File: config.mk
export PLATFORM = sky130hd
export DESIGN_NAME = cmp_seq32
export DESIGN_NICKNAME = d
export VERILOG_FILES = /design/src/rtl/cmp_seq32.sv
export SDC_FILE = /design/constraint.sdc
export NUM_CORES = 1
export LEC_CHECK = 0
export ABC_CLOCK_PERIOD_IN_PS = 5800
export CORE_MARGIN = 5
export CORE_UTILIZATION = 55
export DETAILED_ROUTE_END_ITERATION = 7
export DONT_BUFFER_PORTS = 1
export PLACE_DENSITY = 0.75
export SLEW_MARGIN = 20
export SYNTH_ARGS = -nofsm -noshare
export SYNTH_HDL_FRONTEND = slang
export SYNTH_SLANG_ARGS = --single-unit
File: constraint.sdc
create_clock -name clock -period 5.8 [get_ports clock]
set_input_delay 1.16 -clock clock [delete_from_list [all_inputs] [get_ports clock]]
set_output_delay 1.16 -clock clock [all_outputs]
set_load 0.01 [all_outputs]
File: src/rtl/cmp_seq32.sv
// Multi-cycle 32-bit comparator that scans SLICE_W bits per cycle, most significant slice first.
// The scan stops at the first differing slice. Signed mode biases bit 31 so the scan is a plain magnitude compare.
module cmp_seq32 #(
  parameter int SLICE_W = 4
) (
  input  logic        clock,
  input  logic        reset_n,
  input  logic        in_valid,
  output logic        in_ready,
  input  logic [31:0] data_operandA,
  input  logic [31:0] data_operandB,
  input  logic        cmp_unsigned,
  output logic        out_valid,
  input  logic        out_ready,
  output logic        isNotEqual,
  output logic        isLessThan
);

  localparam int NSLICE = 32 / SLICE_W;
  localparam int IDXW   = (NSLICE > 1) ? $clog2(NSLICE) : 1;
  localparam logic [IDXW-1:0] TOPIDX = IDXW'(NSLICE - 1);

  typedef enum logic [1:0] {IDLE, SCAN, DONE} state_t;

  state_t              state;
  state_t              stateNext;
  logic [31:0]         opA;
  logic [31:0]         opB;
  logic [IDXW-1:0]     sliceIdx;
  logic [5:0]          shiftAmt;
  logic [31:0]         shiftedA;
  logic [31:0]         shiftedB;
  logic [SLICE_W-1:0]  sliceA;
  logic [SLICE_W-1:0]  sliceB;
  logic                capture;
  logic                advance;
  logic                resolve;
  logic                resolveNeq;
  logic                resolveLt;

  // Right-align the current slice of each operand.
  assign shiftAmt = 6'(sliceIdx) * 6'(SLICE_W);
  assign shiftedA = opA >> shiftAmt;
  assign shiftedB = opB >> shiftAmt;
  assign sliceA   = shiftedA[SLICE_W-1:0];
  assign sliceB   = shiftedB[SLICE_W-1:0];

  assign in_ready  = (state == IDLE);
  assign out_valid = (state == DONE);

  always_comb begin
    stateNext  = state;
    capture    = 1'b0;
    advance    = 1'b0;
    resolve    = 1'b0;
    resolveNeq = 1'b0;
    resolveLt  = 1'b0;
    case (state)
      IDLE: begin
        if (in_valid) begin
          capture   = 1'b1;
          stateNext = SCAN;
        end
      end
      SCAN: begin
        if (sliceA != sliceB) begin
          resolve    = 1'b1;
          resolveNeq = 1'b1;
          resolveLt  = (sliceA < sliceB);
          stateNext  = DONE;
        end else if (sliceIdx == '0) begin
          resolve   = 1'b1;
          stateNext = DONE;
        end else begin
          advance = 1'b1;
        end
      end
      DONE: begin
        if (out_ready) stateNext = IDLE;
      end
      default: stateNext = IDLE;
    endcase
  end

  always_ff @(posedge clock or negedge reset_n) begin
    if (!reset_n) state <= IDLE;
    else          state <= stateNext;
  end

  // Inverting bit 31 in signed mode maps two's-complement order onto unsigned order.
  always_ff @(posedge clock or negedge reset_n) begin
    if (!reset_n) begin
      opA        <= '0;
      opB        <= '0;
      sliceIdx   <= TOPIDX;
      isNotEqual <= 1'b0;
      isLessThan <= 1'b0;
    end else begin
      if (capture) begin
        opA      <= {data_operandA[31] ^ ~cmp_unsigned, data_operandA[30:0]};
        opB      <= {data_operandB[31] ^ ~cmp_unsigned, data_operandB[30:0]};
        sliceIdx <= TOPIDX;
      end else if (advance) begin
        sliceIdx <= sliceIdx - IDXW'(1);
      end
      if (resolve) begin
        isNotEqual <= resolveNeq;
        isLessThan <= resolveLt;
      end
    end
  end

endmodule

After elaboration in Yosys (flattened, before gate mapping) --
Cells that the tools add are included.
Storage, ports and cells: register bits 71, bits of input ports 69, logic and storage cells 42
Operators by class: add/subtract/negate cells 1, $lt $le $gt $ge 1, equal/unequal tests 6, shift operators 2, muxes and demuxes 19, bitwise gates (word level) 3, reductions and logical operators 4
Operators with widths (number):
- right shift 32 x 5 -> 4 bit | 2
- two-way mux 1 bit | 12
- two-way mux 2 bit | 4
- two-way mux 3 bit | 2
- case mux 2 bit (3 select lines) | 1
- < comparator 4 bit | 1
- inequality test 4 bit | 1
- logical NOT 3 bit | 1
- inequality test 3 bit, second input constant | 1
- AND reduction 3 bit | 1
- subtractor 3 x 1 -> 3 bit, second input constant | 1
- == test 2 x 1 -> 1 bit, second input constant | 1
- == test 2 bit, second input constant | 1
- logical NOT 2 bit | 1
- inequality test 2 x 1 -> 1 bit, second input constant | 1
- inequality test 2 bit, second input constant | 1
- nonzero test 2 bit | 1
- bitwise XOR 1 bit | 2
- NOT 1 bit | 1

Logic depth before layout (Yosys ltp) --
depth after elaboration 6, mapped depth 8, depth with buffers taken out 6

Worst setup path before layout --
No wires, ideal clock.
path kind register -> register, from reg sliceIdx[0], to reg sliceIdx[1], arrival 2600 ps, required time 5718 ps, setup slack 3118 ps, stages on the path, launching flop included 8, period minus slack after synthesis 2682 ps, cells stage by stage dfstp_2 buf_6 mux4_1 mux2_2 ha_1 nand4_4 or3_1 a211o_1
Between the ends: longest elaborated chain between the ends 5
Ends and longest elaborated chain:
- start: declaration | RTL line 29 | logic [IDXW-1:0] sliceIdx;
- start signal: assignment | RTL line 104 | sliceIdx <= sliceIdx - IDXW'(1);
- right shift 32 x 5 -> 4 bit, or another cell as far along | RTL line 43 | assign shiftedA = opA >> shiftAmt;
- inequality test 4 bit or two-way mux 1 bit (tied branches) | RTL line 66, 71
- two-way mux 1 bit | RTL line 66 | if (sliceA != sliceB) begin
- two-way mux 1 bit | RTL line 58 | case (state)
- nonzero test 2 bit (no source line)
Several ways; a longest one is shown, not always the timed one. The select of a mux whose other input is x is not followed. A chain may end at the register's enable or synchronous reset.

Worst setup path in the final report --
Ends and elaborated chain as after synthesis.

==> flow_summary.json <==
{
  "synth_area_mm2": 0.00339,
  "rr_worst_depth": 6,
  "area_growth_pct": 6.75,
  "place_hpwl_um": 4610,
  "postSynthAreaPerCell_um2": 9.90,
  "num_rows": 28,
  "via_per_inst": 5.39,
  "drc": 0,
  "ios": 73,
  "worst_hold_slack_ps": 472,
  "status": "finished clean",
  "synth_cells": 343,
  "hold_end": "opB[13]",
  "grt_pass1_vias": 2291,
  "drv_cap": 0,
  "drive_above_1_share": 0.109,
  "dieArea_mm2": 0.00784,
  "grt.overflow.total": 0,
  "antenna_found_initial": 0,
  "tightest_slew_ps": 667,
  "synth_warnings": 0,
  "drt-pass1-iter-count": 4,
  "timing_worst_setup_path_type": "reg2reg",
  "synth_nets": 418,
  "required_ps": 6080,
  "clkLatencyLatePin_ps": 350,
  "leakagePower_nw": 1.91,
  "yosysTopAreaCellShare": 0.501,
  "final_cell_area_mm2": 0.00362,
  "yosysSeqAreaShare": 0.525,
  "cts_tree": "built",
  "gr-usage-all-layers": 0.192,
  "min_period_over_period": 0.525,
  "worstHoldStart": "opB[13]",
  "cts_sinks": 71,
  "port_buffers": 0,
  "worstHoldPathCells": 2,
  "period_needed_ps": 3040,
  "max-slew-margin-rel": 0.556,
  "diodes": 0,
  "cts_buffers": 9,
  "antenna_left": 0,
  "power_per_cell_area_mw_per_mm2": 560,
  "wl_per_cell_um": 16.3,
  "first_iter_violations": 186,
  "place_ws_ps": 2710,
  "grt_max_degree": 72,
  "core-area_mm2": 0.00596,
  "fillers": 519,
  "root_buffer": "clkbuf_8",
  "initial_core_util": 0.570,
  "h-tree-depth": 3,
  "post_cts_buffers": 0,
  "synth-seq-cells": 71,
  "nets": 411,
  "cts_hold_buf": 0,
  "grt_pass1_wl_um": 11300,
  "rr_startpoint": "sliceIdx[0]",
  "total_power_mw": 2.03,
  "hp-class": "reg2reg",
  "rsz0062_at_grt": "false",
  "skew_ps": 6.88,
  "ir_drop_mv": 0.434,
  "setup_tns_ps": 0,
  "timing.fmax_mhz": 329,
  "hold_viol": 0,
  "crit_path_end_kind": "flop",
  "yosysTopAreaCell": "dfrtp_1",
  "setup_ws_ps": 2760,
  "worstReg2RegEnd": "sliceIdx[1]",
  "synth.distinct_cells": 34,
  "cts_resized": 0,
  "clockBufferDepth": 2,
  "gp_congestion": 0.756,
  "finalSetupViolations": 0,
  "drt-total-wl_um": 6770,
  "yosys-top-cells-area": "dfrtp_1 50%, nand2_1 21%, mux4_2 6.0%, mux4_1 5.4%, dfstp_2 2.3%",
  "placed_area_mm2": 0.00338,
  "start_kind": "flop",
  "cp_data_arrival_time_ps": 3320,
  "via_count": 2244,
  "clk_pin_slew_ps": 70,
  "die_h_um": 88.6,
  "rrSetupSlack_ps": 2760,
  "die_x_um": 88.6,
  "crit_path_max_fanout": 19,
  "slew_viol_final": 0
}
[through the flow]
step / std cells / utilization
3_3_place_gp: 400 / 0.567
5_1_grt: 416 / 0.608
4_1_cts: 416 / 0.608
2_1_floorplan: 343 / -
6_report: 416 / 0.608
3_5_place_dp: 400 / 0.567
[critical path, cell delays in order, from the launching register on]
cell and delay [ps]:
dfstp_2 860, mux4_1 610, mux2_2 280, ha_1 360, nand4_4 150, or3_1 410, a211o_1 300
[placed cells by master (no fill, tap or decap), types with 4 or more instances in the layout]
cell      count
mux4_1        7
nand2_1     189
ha_1          6
dfrtp_1      68
mux2_2        4
mux2i_1       5
clkbuf_8      9
mux4_2        9
[where the power goes]
part           switching [mW]  internal [mW]
registers               0.161          0.729
clock network           0.191          0.287
logic                   0.343          0.317
[worst max-delay path by stage]
stage,start,endpoint,slack (ps),cells after the start
after floorplan,sliceIdx[0],sliceIdx[1],3120,7
after global placement,sliceIdx[0],sliceIdx[1],2770,6
after detailed placement,sliceIdx[0],sliceIdx[1],2710,6
after CTS,sliceIdx[0],sliceIdx[1],2710,6
after global routing,sliceIdx[0],sliceIdx[1],2560,6
final,sliceIdx[0],sliceIdx[1],2760,6
[cells in the mapped netlist]
cell type,instances
or4_1,1
mux2_2,4
o31ai_1,1
nand2b_1,2
nand2_1,189
or3b_1,1
xor2_1,2
mux4_2,9
a21o_1,1
a211o_1,1
dfrtp_1,68
nor4b_1,1
nor4_1,1
nor2_1,2
nand4_4,1
a32o_1,1
mux4_1,7
o21ai_0,2
inv_1,3
ha_1,6
nor2b_1,3
clkbuf_1,1
and2_0,1
a21oi_1,1
buf_2,14
or3_1,1
mux2i_1,5
o211ai_1,1
and2_1,1
dfstp_2,3
o21ai_1,2
nand3_1,1
buf_6,5
nor3b_1,1
[logic make-up (layout without fill, tap and decap cells)]
logic type / after synthesis / after routing / synth area share
buffers and inverters: 23 / 21 / 0.0416
muxes: 25 / 25 / 0.142
and+or+nand+nor: 206 / 206 / 0.245
xor gates and xnor gates: 2 / 2 / 0.00516
adders and majority gates: 6 / 6 / 0.0221
DFF: 71 / 71 / 0.525
AOI/OAI and AO/OA: 10 / 10 / 0.0195
[layout make-up]
class / count / area, um2 / share of cell area
well taps: 75 / 93.8 / 0.0259
flip-flops and latches: 71 / 1780 / 0.491
inverters: 3 / 11.3 / 0.00311
multi-input cells: 249 / 1480 / 0.408
clock inverters: 7 / 121 / 0.0335
repair buffers: 2 / 15.0 / 0.00414
clock buffers: 9 / 124 / 0.0342
[routing by layer]
layer | global-route usage | share of wire | vias to the layer above
met4 | 0.0742 | 0.017 | 0
li1 | - | - | 1100
met3 | 0.0773 | 0.065 | 12
met5 | 0 | 0 | -
met1 | 0.273 | 0.46 | 1077
met2 | 0.266 | 0.46 | 55
[state kept, by name, summed over array words and instances (netlist names)]
name / flops
opB: 32
isLessThan: 1
sliceIdx: 3
opA: 32
state: 2
isNotEqual: 1
Power figures use the tool's default switching activity.
